File: src/rtl/flow_driver.sv
// Operand sequencer and result collector for a 4-operand, fixed-latency datapath.
// Optional define FLOW_DRV_STALL_EN adds a stall input that skips issue slots.
module flow_driver #(
  parameter int W     = 32,
  parameter int LAT   = 2,
  parameter int CNT_W = 8
) (
  input  logic             clk,
  input  logic             rst_n,
  input  logic             start,
  input  logic [CNT_W-1:0] count,
  input  logic [W-1:0]     seed,
`ifdef FLOW_DRV_STALL_EN
  input  logic             stall,
`endif
  output logic [W-1:0]     A1,
  output logic [W-1:0]     B1,
  output logic [W-1:0]     A2,
  output logic [W-1:0]     B2,
  output logic             op_valid,
  input  logic [W-1:0]     C,
  output logic             busy,
  output logic             done,
  output logic [CNT_W-1:0] res_cnt,
  output logic [W-1:0]     checksum
);

  typedef enum logic [1:0] {IDLE, ISSUE, DRAIN, DONE} state_t;

  state_t           state_q, state_d;
  logic [CNT_W-1:0] idx_q, idx_d;
  logic [CNT_W-1:0] cnt_q, cnt_d;
  logic [W-1:0]     seed_q, seed_d;
  logic [CNT_W-1:0] issue_idx;
  logic [W-1:0]     op_base;
  logic             op_valid_q, op_valid_d;
  logic             busy_q, busy_d;
  logic             done_q, done_d;
  logic [W-1:0]     a1_q, b1_q, a2_q, b2_q;
  logic [W-1:0]     a1_d, b1_d, a2_d, b2_d;
  logic [LAT-1:0]   sr_q, sr_d;
  logic [CNT_W-1:0] res_cnt_q;
  logic [W-1:0]     checksum_q;
  logic             clear;
  logic             stall_w;

`ifdef FLOW_DRV_STALL_EN
  assign stall_w = stall;
`else
  assign stall_w = 1'b0;
`endif

  // Next shift-register contents; DRAIN may finish once nothing remains in flight after this edge.
  assign sr_d = (sr_q << 1) | LAT'(op_valid_q);

  always_comb begin
    state_d    = state_q;
    idx_d      = idx_q;
    cnt_d      = cnt_q;
    seed_d     = seed_q;
    issue_idx  = idx_q;
    op_valid_d = 1'b0;
    busy_d     = 1'b0;
    done_d     = 1'b0;
    clear      = 1'b0;
    case (state_q)
      IDLE: begin
        if (start) begin
          cnt_d     = count;
          seed_d    = seed;
          clear     = 1'b1;
          issue_idx = '0;
          if (count != '0) begin
            state_d    = ISSUE;
            op_valid_d = 1'b1;
            idx_d      = CNT_W'(1);
            busy_d     = 1'b1;
          end else begin
            state_d = DONE;
            idx_d   = '0;
            done_d  = 1'b1;
          end
        end
      end
      ISSUE: begin
        busy_d = 1'b1;
        if (idx_q == cnt_q) begin
          state_d = DRAIN;
        end else if (!stall_w) begin
          op_valid_d = 1'b1;
          idx_d      = idx_q + CNT_W'(1);
        end
      end
      DRAIN: begin
        if (sr_d == '0) begin
          state_d = DONE;
          done_d  = 1'b1;
        end else begin
          busy_d = 1'b1;
        end
      end
      DONE: begin
        state_d = IDLE;
      end
      default: state_d = IDLE;
    endcase
  end

  assign op_base = seed_d + (W'(issue_idx) << 2);
  assign a1_d    = op_valid_d ? op_base            : '0;
  assign b1_d    = op_valid_d ? op_base + W'(1)    : '0;
  assign a2_d    = op_valid_d ? op_base + W'(2)    : '0;
  assign b2_d    = op_valid_d ? op_base + W'(3)    : '0;

  always_ff @(posedge clk or negedge rst_n) begin
    if (!rst_n) begin
      state_q    <= IDLE;
      idx_q      <= '0;
      cnt_q      <= '0;
      seed_q     <= '0;
      op_valid_q <= 1'b0;
      busy_q     <= 1'b0;
      done_q     <= 1'b0;
      a1_q       <= '0;
      b1_q       <= '0;
      a2_q       <= '0;
      b2_q       <= '0;
      sr_q       <= '0;
      res_cnt_q  <= '0;
      checksum_q <= '0;
    end else begin
      state_q    <= state_d;
      idx_q      <= idx_d;
      cnt_q      <= cnt_d;
      seed_q     <= seed_d;
      op_valid_q <= op_valid_d;
      busy_q     <= busy_d;
      done_q     <= done_d;
      a1_q       <= a1_d;
      b1_q       <= b1_d;
      a2_q       <= a2_d;
      b2_q       <= b2_d;
      sr_q       <= sr_d;
      if (clear) begin
        checksum_q <= '0;
        res_cnt_q  <= '0;
      end else if (sr_q[LAT-1]) begin
        checksum_q <= checksum_q + C;
        res_cnt_q  <= res_cnt_q + CNT_W'(1);
      end
    end
  end

  assign A1       = a1_q;
  assign B1       = b1_q;
  assign A2       = a2_q;
  assign B2       = b2_q;
  assign op_valid = op_valid_q;
  assign busy     = busy_q;
  assign done     = done_q;
  assign res_cnt  = res_cnt_q;
  assign checksum = checksum_q;

endmodule
File: config.mk
export PLATFORM = sky130hd
export DESIGN_NAME = flow_driver
export DESIGN_NICKNAME = d
export VERILOG_FILES = /design/src/rtl/flow_driver.sv
export SDC_FILE = /design/constraint.sdc
export NUM_CORES = 1
export LEC_CHECK = 0
export CAP_MARGIN = 30
export CORE_ASPECT_RATIO = 1.75
export CORE_MARGIN = 8
export CORE_UTILIZATION = 47
export DETAILED_ROUTE_END_ITERATION = 10
export GPL_ROUTABILITY_DRIVEN = 0
export HOLD_SLACK_MARGIN = 0.05
export PLACE_DENSITY = 0.79
export RECOVER_POWER = 25
export SYNTH_ARGS = -nofsm -noshare
export SYNTH_HDL_FRONTEND = slang
export SYNTH_SLANG_ARGS = --single-unit
File: constraint.sdc
create_clock -name clk -period 5 [get_ports clk]
set_input_delay 1 -clock clk [delete_from_list [all_inputs] [get_ports clk]]
set_output_delay 1 -clock clk [all_outputs]
set_load 0.03 [all_outputs]
**After elaboration in Yosys (flattened, before gate mapping)**

Index checks and enable logic that the tools add are counted.

- Flip-flop bits (word level): 223
- Bits of input ports: 75
- Output and inout bits: 171
- Logic and storage cells: 71

- Add/subtract/negate cells: 7
- Equal/unequal tests: 8
- Multiplexer cells: 33
- Bitwise logic cells: 1
- Reduce and logical (&&, ||, !) cells: 8

Operator list:

| operator | count |
|---|---|
| 2-to-1 mux 32 bit | 8 |
| adder 32 x 2 -> 32 bit (second input constant) | 2 |
| 2-to-1 mux 8 bit | 6 |
| adder 32 x 1 -> 32 bit (second input constant) | 1 |
| adder 32 x 10 -> 32 bit | 1 |
| adder 32 bit | 1 |
| adder 8 x 1 -> 8 bit (second input constant) | 2 |
| one-hot mux 8 bit (2 select lines) | 1 |
| 2-to-1 mux 1 bit | 10 |
| equality test 8 bit | 1 |
| 2-to-1 mux 2 bit | 4 |
| inequality test 2 bit (second input constant) | 4 |
| one-hot mux 2 bit (4 select lines) | 1 |
| nonzero test 8 bit | 1 |
| AND reduction 3 bit | 2 |
| equality test 2 bit (second input constant) | 2 |
| zero test 2 bit | 2 |
| one-hot mux 1 bit (2 select lines) | 2 |
| nonzero test 2 bit | 2 |
| one-hot mux 1 bit (3 select lines) | 1 |
| equality test 2 x 1 -> 1 bit (second input constant) | 1 |
| OR 2 x 1 -> 2 bit | 1 |
| AND reduction 2 bit | 1 |

**Logic depth before layout (Yosys ltp)**

Gate-level depths: netlist of the first run.

- Depth in word-level cells: 5
- Mapped depth: 26
- Depth with buffers taken out: 18

**Least setup slack after synthesis of the first run**

No wires, ideal clock.

- Path kind: input port to flip-flop
- Start: input start
- End: register b1_q[31], in the netlist B1[31]
- Setup time: 0.079 ns
- Arrival time: 5.745 ns
- Data required time: 4.921 ns
- Setup slack: -0.824 ns
- Stages: 22
- Buffers on the path: 6
- Cells stage by stage: and2_1 > buf_4 > buf_6 > buf_4 > buf_2 > clkbuf_1 > clkbuf_1 > nand2_1 > nand2_1 > ha_1 > inv_1 > fa_1 > nor2b_1 > o2111a_1 > o21ai_4 > nor4_1 > xnor2_1 > nand4b_1 > a31oi_1 > nand2_1 > nor4_2 > mux2i_1

- Cells in the longest elaborated chain, start to end: 5
- Elaborated cells between the ends (all ways): 9
- Those cells by class: add/sub (2); mux (7)

Ends and longest elaborated chain:

| what | line | source |
|---|---|---|
| start, declared | 10 | `input logic start,` |
| 2-to-1 mux 32 bit | 68 | `if (start) begin` |
| 2-to-1 mux 32 bit | 66 | `case (state_q)` |
| net seed_d[2] | 33 | `logic [W-1:0] seed_q, seed_d;` |
| adder 32 x 10 -> 32 bit | 109 | `assign op_base = seed_d + (W'(issue_idx) << 2);` |
| adder 32 x 1 -> 32 bit | 111 | `assign b1_d = op_valid_d ? op_base + W'(1) : '0;` |
| 2-to-1 mux 32 bit | 111 |  |
| net b1_d[31] | 40 | `logic [W-1:0] a1_d, b1_d, a2_d, b2_d;` |
| end signal, assigned | 125 | `b1_q <= '0;` |
| end signal, assigned | 140 | `b1_q <= b1_d;` |
| end, declared | 39 | `logic [W-1:0] a1_q, b1_q, a2_q, b2_q;` |

The timed path passes the listed nets, and every way through them passes these cells.
A chain may end at the register's enable or synchronous reset.

**Worst setup path after layout of the first run**

- Start: input start
- End: register b2_q[24], in the netlist B2[24]

- Cells in the longest elaborated chain, start to end: 5
- Elaborated cells between the ends (all ways): 9
- Those cells by class: add/sub (2); mux (7)

Ends and longest elaborated chain:

| what | line | source |
|---|---|---|
| 2-to-1 mux 32 bit | 68 |  |
| 2-to-1 mux 32 bit | 66 |  |
| net seed_d[3] | 33 |  |
| adder 32 x 10 -> 32 bit | 109 |  |
| adder 32 x 2 -> 32 bit | 113 | `assign b2_d = op_valid_d ? op_base + W'(3) : '0;` |
| 2-to-1 mux 32 bit | 113 |  |
| net b2_d[24] | 40 |  |
| end signal, assigned | 127 | `b2_q <= '0;` |
| end signal, assigned | 142 | `b2_q <= b2_d;` |
| end, declared | 39 |  |

The timed path passes the listed nets, and every way through them passes these cells.

==> out/results.md, run 1 <==
### Run status
- **run status** finished with violations
- **violated checks** capacitance limit, slew limit

### Synth
- **number of synthesized register bits** 221
- **Yosys Warn Count** 0
- **Post-synth EDFFs** 0
- **sequential-to-total area share from yosys stat** 46.5%
- **most used flip-flop cell after synthesis** sky130_fd_sc_hd__dfrtp_1
- **cell area after synthesis** 11900 sq um
- **mean instance size in the synthesized netlist** 9.63 sq um
- **Synthesized Nets** 1361
- **number of library cell types mapped by synthesis** 65
- **share of async-settable or async-resettable flops after synthesis** 100%
- **Synth Instances** 1234

### Critical path
- **Worst Setup End Kind** flop
- **top fanout value on the critical path** 9
- **Startpoint Class** primary input
- **type of the worst setup path** in2reg
- **WP data arrival** 5050 ps
- **CP required** 5430 ps

### Pwr
- **sw frac** 46.2%
- **power share of the clock group** 13.9%
- **Int Pwr** 6.44 mW
- **Power Density** 751 nW/um^2
- **post-layout power** 12.0 mW
- **Psw** 5.53 mW
- **Static Leakage** 7.08 nW
- **portion of total power attributed to combinational logic** 60.3%
- **sequential share of power** 25.8%
- **Worst VDD drop** 0.447 mV

### Placement
- **placed cell areas** 15300 sq um
- **HPWL Detailed** 29000 um
- **I/O Buffers** 245

### Finish
- **ratio of cells with drive above 1 in the final layout** 10.1%
- **most frequent cells in the layout** sky130_fd_sc_hd__clkdlybuf4s50_1, sky130_fd_sc_hd__dfrtp_1, sky130_fd_sc_hd__nor2_1
- **area growth from synthesis to layout** 34.0%
- **Layout Cell Area excl Fill** 15900 sq um
- **Net count, final** 1666
- **leading cell type in the layout, fill and taps excluded** sky130_fd_sc_hd__clkdlybuf4s50_1

### Die
- **Floorplan Core Area** 25000 sq um
- **floorplan die area** 30800 sq um
- **Vert. Die Dim** 226 um
- **I/O pins** 246
- **starting density of the core** 47.4%
- **Placement Rows** 77
- **Die X-Extent** 136 um

### Detailed routing
- **drt initial violations** 602
- **total number of vias** 10400
- **vias per inst** 5.56
- **drt wl/cell** 20.3 um
- **Pre-Repair DR Iteration Count** 7
- **count of antenna-violating nets left after detailed routing** 0
- **DRC violation count after routing** 0
- **total routed wirelength** 38000 um

### Clock network
- **Clock transition at path regs** 60 ps
- **insertion delay of the later-clocked pin in the worst-skew pair** 520 ps
- **number of levels the H-tree was split into** 1
- **Clock Tree Root** sky130_fd_sc_hd__clkbuf_16
- **number of post-CTS setup repair buffers** 0
- **cts bufs inserted** 21
- **clock sink total** 221
- **Post-CTS Resized** 0
- **hold bufs inserted after CTS** 0
- **TritonCTS clock tree** yes
- **CTS Buffer Depth** 3

### Timing
- **Hold Violations, Final** 0
- **fin crit period** 4620 ps
- **worst slew margin relative to its limit** -63.4%
- **crit share post-route** 92.3%
- **maximum frequency from static timing analysis** 217 MHz
- **final setup skew** 20.4 ps
- **Slew Viols, Final** 166
- **final setup violating endpoints** 0
- **setup repair after global routing missed its margin** no
- **slew at the pin closest to its max-slew limit** 2450 ps

### Flow run
- **max-cap violation count** 2

### Worst hold path
- **type of the worst min-delay path** reg2reg

### Global route
- **number of antenna violations at the first check in global routing** 2
- **total global routing overflow** 0
- **overall routing resource usage** 24.6%
- **global-route wire length before repair** 59200 um
- **maximum number of pins on one net before global-route repair** 123
- **via count of the first global-routing pass** 11100

per-stage QoR:
step / hold slack, ps / setup slack (ps) / setup TNS [ps] / instances / utilization, %
2_1_floorplan: 354 / -202 / -2170 / 1234 / -
3_3_place_gp: 370 / -72.0 / -364 / 1832 / 60.9
3_5_place_dp: 375 / -109 / -831 / 1832 / 60.9
4_1_cts: 373 / 420 / 0 / 1868 / 63.7
5_1_grt: 403 / 61.9 / 0 / 1870 / 63.6
6_report: 391 / 385 / 0 / 1870 / 63.6
final timing paths:
| path | from | end | slack, ps | cells past startpoint |
|---|---|---|---|---|
| worst max-delay path | start | B2[24]$_DFF_PN0_ | 380 | 15 |
| worst min-delay path | sr_q[0]$_DFF_PN0_ | sr_q[1]$_DFF_PN0_ | 390 | 0 |
| worst max register to register | state_q[0]$_DFFE_PN0P_ | B2[24]$_DFF_PN0_ | 620 | 16 |
| worst min register to register | sr_q[0]$_DFF_PN0_ | sr_q[1]$_DFF_PN0_ | 390 | 0 |
| max in group asynchronous | rst_n | B1[29]$_DFF_PN0_ | 930 | 2 |
| min in group asynchronous | rst_n | checksum[29]$_DFFE_PN0P_ | 1230 | 1 |
critical path: stages:
cell                              delay (ps)
sky130_fd_sc_hd__clkdlybuf4s50_1         500
sky130_fd_sc_hd__and2_4                  190
sky130_fd_sc_hd__mux2i_1                 300
sky130_fd_sc_hd__inv_1                   110
sky130_fd_sc_hd__ha_1                    320
sky130_fd_sc_hd__a211oi_2                 90
sky130_fd_sc_hd__o21a_4                  220
sky130_fd_sc_hd__buf_4                   140
sky130_fd_sc_hd__o211ai_1                250
sky130_fd_sc_hd__a31oi_1                 120
sky130_fd_sc_hd__nor2_1                  410
sky130_fd_sc_hd__nand3_1                 180
sky130_fd_sc_hd__or4_1                   670
sky130_fd_sc_hd__or3_1                   380
sky130_fd_sc_hd__a21oi_1                 170
layout make-up:
class	count	area [sq um]
multi-input cells	922	6060
repair buffers	329	3080
clock buffers	26	564
flip-flops and latches	221	5530
fillers	2041	9120
inverters	44	165
well taps	316	395
clock inverters	10	131
diodes	2	5.00
flip-flops by register name (all words and copies together), names as in the netlist:
signal / cells
cnt_q: 8
idx_q: 8
state_q: 2
seed_q: 32
res_cnt: 8
B2: 32
done: 1
B1: 31
A1: 31
checksum: 32
op_valid: 1
sr_q: 2
A2: 32
busy: 1
layer usage:
layer | routed length [um] | share of wire, % | vias up | track usage [%]
li1 | - | - | 4852 | -
met1 | 12300 | 32 | 4956 | 23.6
met2 | 20500 | 54 | 433 | 45.7
met3 | 2650 | 7.0 | 157 | 5.26
met4 | 2590 | 6.8 | 0 | 16.3
met5 | 0 | 0 | - | 0
synth_stat cells (6+ instances only):
library cell | n | share of area (%)
sky130_fd_sc_hd__nor2_1 | 157 | 5.0
sky130_fd_sc_hd__mux2i_1 | 55 | 4.6
sky130_fd_sc_hd__inv_1 | 44 | 1.4
sky130_fd_sc_hd__nand2b_1 | 8 | 0.42
sky130_fd_sc_hd__a21o_1 | 16 | 1.0
sky130_fd_sc_hd__nor3_1 | 40 | 1.7
sky130_fd_sc_hd__o21ai_0 | 50 | 2.1
sky130_fd_sc_hd__nand2_1 | 122 | 3.9
sky130_fd_sc_hd__o21a_1 | 9 | 0.57
sky130_fd_sc_hd__a211oi_1 | 11 | 0.69
sky130_fd_sc_hd__and3_1 | 15 | 0.79
sky130_fd_sc_hd__and2_1 | 30 | 1.6
sky130_fd_sc_hd__clkbuf_1 | 33 | 1.0
sky130_fd_sc_hd__ha_1 | 50 | 5.3
sky130_fd_sc_hd__a21oi_1 | 52 | 2.2
sky130_fd_sc_hd__nand3_1 | 27 | 1.1
sky130_fd_sc_hd__nor2b_1 | 8 | 0.42
sky130_fd_sc_hd__a31oi_1 | 7 | 0.37
sky130_fd_sc_hd__xnor2_1 | 70 | 5.2
sky130_fd_sc_hd__xor2_1 | 54 | 4.0
sky130_fd_sc_hd__nor4_1 | 9 | 0.47
sky130_fd_sc_hd__dfrtp_1 | 221 | 47
sky130_fd_sc_hd__buf_2 | 6 | 0.25
sky130_fd_sc_hd__nand4_1 | 32 | 1.7
sky130_fd_sc_hd__or3_1 | 27 | 1.4
sky130_fd_sc_hd__mux2_2 | 8 | 0.76
power by group through the flow:
stage	Combinational [mW]	Clock [mW]	Sequential, mW
final	7.22	1.66	3.09
after CTS	7.24	1.68	3.10
after floorplan	3.36	0	4.14
after global placement	7.08	0	3.10
after detailed placement	7.18	0	3.11
after global routing	7.77	1.75	3.17
cells by family after synthesis:
| kind of cell | after synthesis | synth area share (%) |
|---|---|---|
| flops | 221 | 46.5 |
| compound gates | 176 | 9.31 |
| buf+inv | 91 | 3.16 |
| simple gates | 505 | 20.6 |
| fa+ha+maj | 52 | 5.60 |
| mux | 63 | 5.39 |
| xor+xnor | 126 | 9.41 |
Note: power is estimated with default switching activity, not from simulation.
==> run 2: changes to the inputs <==
--- a/config.mk
+++ b/config.mk
@@ -14,6 +14,7 @@
 export HOLD_SLACK_MARGIN = 0.05
 export PLACE_DENSITY = 0.79
 export RECOVER_POWER = 25
+export SETUP_SLACK_MARGIN = 0.2
 export SYNTH_ARGS = -nofsm -noshare
 export SYNTH_HDL_FRONTEND = slang
 export SYNTH_SLANG_ARGS = --single-unit
==> run 2 against run 1 <==
Compared with the run above:
- the flow still finishes with violations (capacitance limit, slew limit)
- utilization rose by 0.69 points
- die area unchanged
- largest cell class unchanged
- total power grew 1.7%
- critical path type is now reg2reg
- register-to-register slack worse by 130 ps
- non-clock buffer count is 1 higher
- flip-flop and latch count is the same
==> out/results.md, run 2 (same netlist as run 1, synthesis figures left out) <==
### Detailed routing
- **drt wl/cell** 20.3 um
- **total routed wirelength** 38000 um
- **count of antenna-violating nets left after detailed routing** 0
- **Pre-Repair DR Iteration Count** 5
- **drt initial violations** 536
- **Routed met1 length** 12800 um
- **highest metal layer with signal wires** met4
- **total number of vias** 10300
- **DR WL met2** 20500 um
- **DRC violation count after routing** 0
- **vias per inst** 5.51
- **met3 routed WL** 2560 um

### Critical path
- **Worst Setup End Kind** flop
- **register-to-register setup slack** 490 ps
- **top fanout value on the critical path** 10
- **type of the worst setup path** reg2reg
- **cell with the most instances on the worst path** sky130_fd_sc_hd__nand2_1
- **crit path from** state_q[0]$_DFFE_PN0P_
- **worst stage delay on the critical path** 410 ps
- **worst flop-to-flop path endpoint** A2[27]$_DFF_PN0_
- **WP data arrival** 4920 ps
- **launching point of the worst reg2reg path** state_q[0]$_DFFE_PN0P_
- **end point of the critical path** A2[27]$_DFF_PN0_
- **slowest CP cell** sky130_fd_sc_hd__a2111o_1
- **worst r2r path cells** 17
- **critical path, cell by cell** inv_1 -> ha_1 -> nand2_1 -> clkbuf_1 -> nand2_1 -> nand2_1 -> ha_4 -> a21o_1 -> a2111o_1 -> o21ai_4 -> nor3b_2 -> xnor2_2 -> nand4_2 -> or2_1 -> or3_4 -> nor2_4 -> mux2_4
- **CP required** 5420 ps
- **Startpoint Class** flop

### Clock network
- **CTS Buffer Depth** 3
- **TritonCTS clock tree** yes
- **Clock Tree Root** sky130_fd_sc_hd__clkbuf_16
- **cts bufs inserted** 22
- **hold bufs inserted after CTS** 0
- **Clock transition at path regs** 60 ps
- **insertion delay of the later-clocked pin in the worst-skew pair** 530 ps
- **number of levels the H-tree was split into** 1
- **clock sink total** 221

### Die
- **Die X-Extent** 136 um
- **Vert. Die Dim** 226 um
- **floorplan die area** 30800 sq um
- **starting density of the core** 47.4%
- **Floorplan Core Area** 25000 sq um
- **Placement Rows** 77
- **I/O pins** 246

### Global route
- **maximum number of pins on one net before global-route repair** 112
- **global-route wire length before repair** 59000 um
- **total global routing overflow** 0
- **via count of the first global-routing pass** 11100
- **overall routing resource usage** 24.6%
- **number of antenna violations at the first check in global routing** 1

### Placement
- **I/O Buffers** 245
- **# placed instances** 1833
- **HPWL Detailed** 28700 um

### Pwr
- **Worst VDD drop** 0.457 mV
- **post-layout power** 12.2 mW
- **Static Leakage** 7.15 nW
- **Power Density** 756 nW/um^2

### Finish
- **most frequent cells in the layout** sky130_fd_sc_hd__clkdlybuf4s50_1, sky130_fd_sc_hd__dfrtp_1, sky130_fd_sc_hd__nor2_1
- **leading cell type in the layout, fill and taps excluded** sky130_fd_sc_hd__clkdlybuf4s50_1
- **ratio of cells with drive above 1 in the final layout** 10.9%
- **post-route core utilization** 64.3%
- **Net count, final** 1668
- **number of non-filler instances in the completed layout** 1872
- **area growth from synthesis to layout** 35.5%

### Timing
- **final setup skew** 23.9 ps
- **final worst hold slack** 372 ps
- **worst slew margin relative to its limit** -94.3%
- **final setup violating endpoints** 0
- **crit share post-route** 90.1%
- **Hold Violations, Final** 0
- **Slew Viols, Final** 111
- **Total Neg Setup Slack** 0 ps
- **maximum frequency from static timing analysis** 222 MHz
- **setup repair after global routing missed its margin** no
- **slew at the pin closest to its max-slew limit** 2910 ps
- **fin crit period** 4510 ps

### Flow run
- **max-cap violation count** 1

### Worst hold path
- **launch instance of the worst min-delay path** sr_q[0]$_DFF_PN0_
- **type of the worst min-delay path** reg2reg

### Run status
- **violated checks** capacitance limit, slew limit
- **run status** finished with violations

==> run 2: cell type report <==
cell class / count / area, sq um
well taps: 316 / 395
multi-input cells: 922 / 6140
clock buffers: 30 / 621
repair buffers: 330 / 3090
inverters: 44 / 165
clock inverters: 7 / 150
diodes: 2 / 5.00
flip-flops and latches: 221 / 5530
fillers: 2014 / 8940
==> run 2: power breakdown <==
part | leakage, nW | internal (mW) | switching, mW
logic | 3.90 | 2.93 | 4.36
clock network | 0.376 | 1.08 | 0.715
registers | 2.87 | 2.59 | 0.506
==> run 2: timing repair <==
item	CTS	global route
endpoints found under the setup margin	0	33
setup buffers	0	0
hold endpoints to repair	0	0
gates resized for setup	0	14
==> run 2: metal layers <==
layer	global-route usage [%]	vias to the layer above
li1	-	4839
met1	24.5	4987
met2	46.1	367
met3	4.77	125
met4	14.1	0
met5	0	-
==> run 2: critical path: cells and delay by family (launching register included) <==
kind                     cells  cell delay, ps
multiplexers                 1             300
AND/OR/NAND/NOR              8            1570
adder cells (fa/ha/maj)      2             470
flip-flops                   1             400
buffers and inverters        2             340
AO/OA/AOI/OAI                3             950
XOR/XNOR                     1             360
==> run 2: worst min path at each step <==
stage / cells after the start / slack, ps / to
final: 0 / 370 / sr_q[1]$_DFF_PN0_
after global routing: 0 / 380 / sr_q[1]$_DFF_PN0_
after CTS: 0 / 380 / sr_q[1]$_DFF_PN0_
after detailed placement: 0 / 370 / sr_q[1]$_DFF_PN0_
after global placement: 0 / 360 / sr_q[1]$_DFF_PN0_
after floorplan: 0 / 350 / sr_q[1]$_DFF_PN0_
==> run 2: per-stage QoR <==
| stage | cell area, sq um | setup slack (ps) |
|---|---|---|
| final | 16100 | 493 |
| after global routing | 16100 | 297 |
| after CTS | 16100 | 273 |
| after detailed placement | 15300 | -258 |
| after global placement | 15300 | -151 |
| after floorplan | 12000 | -202 |
==> run 3: changes to the inputs <==
--- a/config.mk
+++ b/config.mk
@@ -8,11 +8,11 @@
 export CAP_MARGIN = 30
 export CORE_ASPECT_RATIO = 1.75
 export CORE_MARGIN = 8
-export CORE_UTILIZATION = 47
+export CORE_UTILIZATION = 29
 export DETAILED_ROUTE_END_ITERATION = 10
 export GPL_ROUTABILITY_DRIVEN = 0
 export HOLD_SLACK_MARGIN = 0.05
-export PLACE_DENSITY = 0.79
+export PLACE_DENSITY = 0.54
 export RECOVER_POWER = 25
 export SETUP_SLACK_MARGIN = 0.2
 export SYNTH_ARGS = -nofsm -noshare
==> run 3 against run 2 <==
Compared with the run above:
- the flow still finishes with violations (capacitance limit, slew limit)
- largest power group unchanged
- critical endpoint unchanged
- first-iteration DRC count down 21%
- global-route usage down 7.3 points
- critical path depth is 2 lower
- largest cell class unchanged
==> out/results.md, run 3 (same netlist as run 1, synthesis figures left out) <==
### Pwr
- **Worst VDD drop** 0.481 mV
- **Static Leakage** 7.20 nW
- **Power Density** 744 nW/um^2

### Placement
- **Setup WS pre-CTS** -123 ps
- **I/O Buffers** 245
- **placed cell areas** 15800 sq um
- **HPWL Detailed** 32500 um

### Critical path
- **CP required** 5420 ps
- **type of the worst setup path** in2reg
- **top fanout value on the critical path** 9
- **WP data arrival** 4920 ps
- **Startpoint Class** primary input
- **Worst Setup End Kind** flop

### Finish
- **leading cell type in the layout, fill and taps excluded** sky130_fd_sc_hd__clkdlybuf4s50_1
- **fill cell total of the finished layout** 4070
- **Layout Cell Area excl Fill** 16500 sq um
- **Net count, final** 1690
- **most frequent cells in the layout** sky130_fd_sc_hd__clkdlybuf4s50_1, sky130_fd_sc_hd__dfrtp_1, sky130_fd_sc_hd__nor2_1
- **area growth from synthesis to layout** 38.9%
- **ratio of cells with drive above 1 in the final layout** 11.7%

### Timing
- **worst slew margin relative to its limit** -60.9%
- **slew at the pin closest to its max-slew limit** 2410 ps
- **crit share post-route** 89.9%
- **final setup slack of the worst path** 506 ps
- **Total Neg Setup Slack** 0 ps
- **final setup violating endpoints** 0
- **Hold Violations, Final** 0
- **maximum frequency from static timing analysis** 223 MHz
- **final setup skew** 12.6 ps
- **setup repair after global routing missed its margin** yes
- **Slew Viols, Final** 91
- **fin crit period** 4490 ps

### Global route
- **via count of the first global-routing pass** 11100
- **total global routing overflow** 0
- **maximum number of pins on one net before global-route repair** 96
- **overall routing resource usage** 17.3%
- **global-route wire length before repair** 64000 um
- **number of antenna violations at the first check in global routing** 2

### Run status
- **run status** finished with violations
- **violated checks** capacitance limit, slew limit

### Die
- **Vert. Die Dim** 284 um
- **Placement Rows** 98
- **Die X-Extent** 169 um
- **floorplan die area** 48000 sq um
- **Floorplan Core Area** 40700 sq um
- **I/O pins** 246
- **starting density of the core** 29.2%

### Detailed routing
- **DRC violation count after routing** 0
- **count of antenna-violating nets left after detailed routing** 0
- **Pre-Repair DR Iteration Count** 4
- **total number of vias** 10200
- **drt initial violations** 424
- **total routed wirelength** 41800 um
- **drt wl/cell** 19.6 um
- **vias per inst** 4.78

### Clock network
- **insertion delay of the later-clocked pin in the worst-skew pair** 540 ps
- **clock sink total** 221
- **number of levels the H-tree was split into** 1
- **CTS Buffer Depth** 3
- **TritonCTS clock tree** yes
- **Clock transition at path regs** 60 ps
- **cts bufs inserted** 24
- **Clock Tree Root** sky130_fd_sc_hd__clkbuf_16
- **number of post-CTS setup repair buffers** 0

### Worst hold path
- **type of the worst min-delay path** reg2reg

### Flow run
- **max-cap violation count** 1

[run 3: changes by cell type in the layout (fill, tap and decap cells not counted), sizes merged]
cell	change
clkinvlp	+5
clkbuf	+4
bufinv	-3
clkdlybuf4s50	+1
dlymetal6s2s	-1
buf	+19
[run 3: stage by stage]
step                utilization [%]  total power, mW  hold WS (ps)  instances
CTS                            40.6             12.5           388       2129
floorplan                         -             7.52           354       1234
detailed placement             38.7             10.6           376       2087
global placement               38.7             10.6           375       2087
global route                   40.5             13.1           400       2130
finish                         40.6             12.3           388       2131
[run 3: per-layer routing]
layer	track usage [%]	vias up	wire [um]
li1	-	4889	-
met1	16.1	4948	14200
met2	34.8	276	23500
met3	2.88	83	2050
met4	8.68	0	2140
met5	0	-	0
[run 3: final timing paths]
path                                         from                      to  slack, ps  depth (start not counted)
max                                         start        A2[27]$_DFF_PN0_        510                         15
min                             sr_q[0]$_DFF_PN0_       sr_q[1]$_DFF_PN0_        390                          0
max reg2reg                state_q[0]$_DFFE_PN0P_        A2[27]$_DFF_PN0_        710                         16
min reg2reg                     sr_q[0]$_DFF_PN0_       sr_q[1]$_DFF_PN0_        390                          0
max in group asynchronous                   rst_n        A1[18]$_DFF_PN0_       1280                          2
min in group asynchronous                   rst_n  res_cnt[7]$_DFFE_PN0P_       1170                          1
[run 3: layout make-up]
class | count | area, sq um | area share [%]
diodes | 2 | 5.00 | 0.0303
clock buffers | 33 | 664 | 4.02
clock inverters | 9 | 93.8 | 0.568
inverters | 44 | 165 | 1.00
multi-input cells | 922 | 6100 | 36.9
flip-flops and latches | 221 | 5530 | 33.5
well taps | 550 | 688 | 4.17
repair buffers | 350 | 3270 | 19.8
[run 3: where the power goes]
group / switching, mW / total, mW / internal (mW)
Sequential: 0.500 / 3.09 / 2.59
Clock: 0.760 / 1.74 / 0.984
Combinational: 4.43 / 7.45 / 3.02
[run 3: timing repair]
action                     in CTS  in global routing
hold buffers                    0                  0
gates resized for setup         0                  3
setup endpoints to repair       0                 11
[run 3: critical path: stages]
cell and delay (ps):
sky130_fd_sc_hd__clkdlybuf4s50_1 460, sky130_fd_sc_hd__nand2_1 250, sky130_fd_sc_hd__clkbuf_1 240, sky130_fd_sc_hd__nand2_1 140
sky130_fd_sc_hd__fa_1 450, sky130_fd_sc_hd__nor2b_1 170, sky130_fd_sc_hd__o2111a_1 260, sky130_fd_sc_hd__o21ai_4 120
sky130_fd_sc_hd__nor3_1 260, sky130_fd_sc_hd__xnor2_1 180, sky130_fd_sc_hd__nand4_1 250, sky130_fd_sc_hd__or2_1 300
sky130_fd_sc_hd__or3_4 410, sky130_fd_sc_hd__nor2_4 120, sky130_fd_sc_hd__mux2_4 290
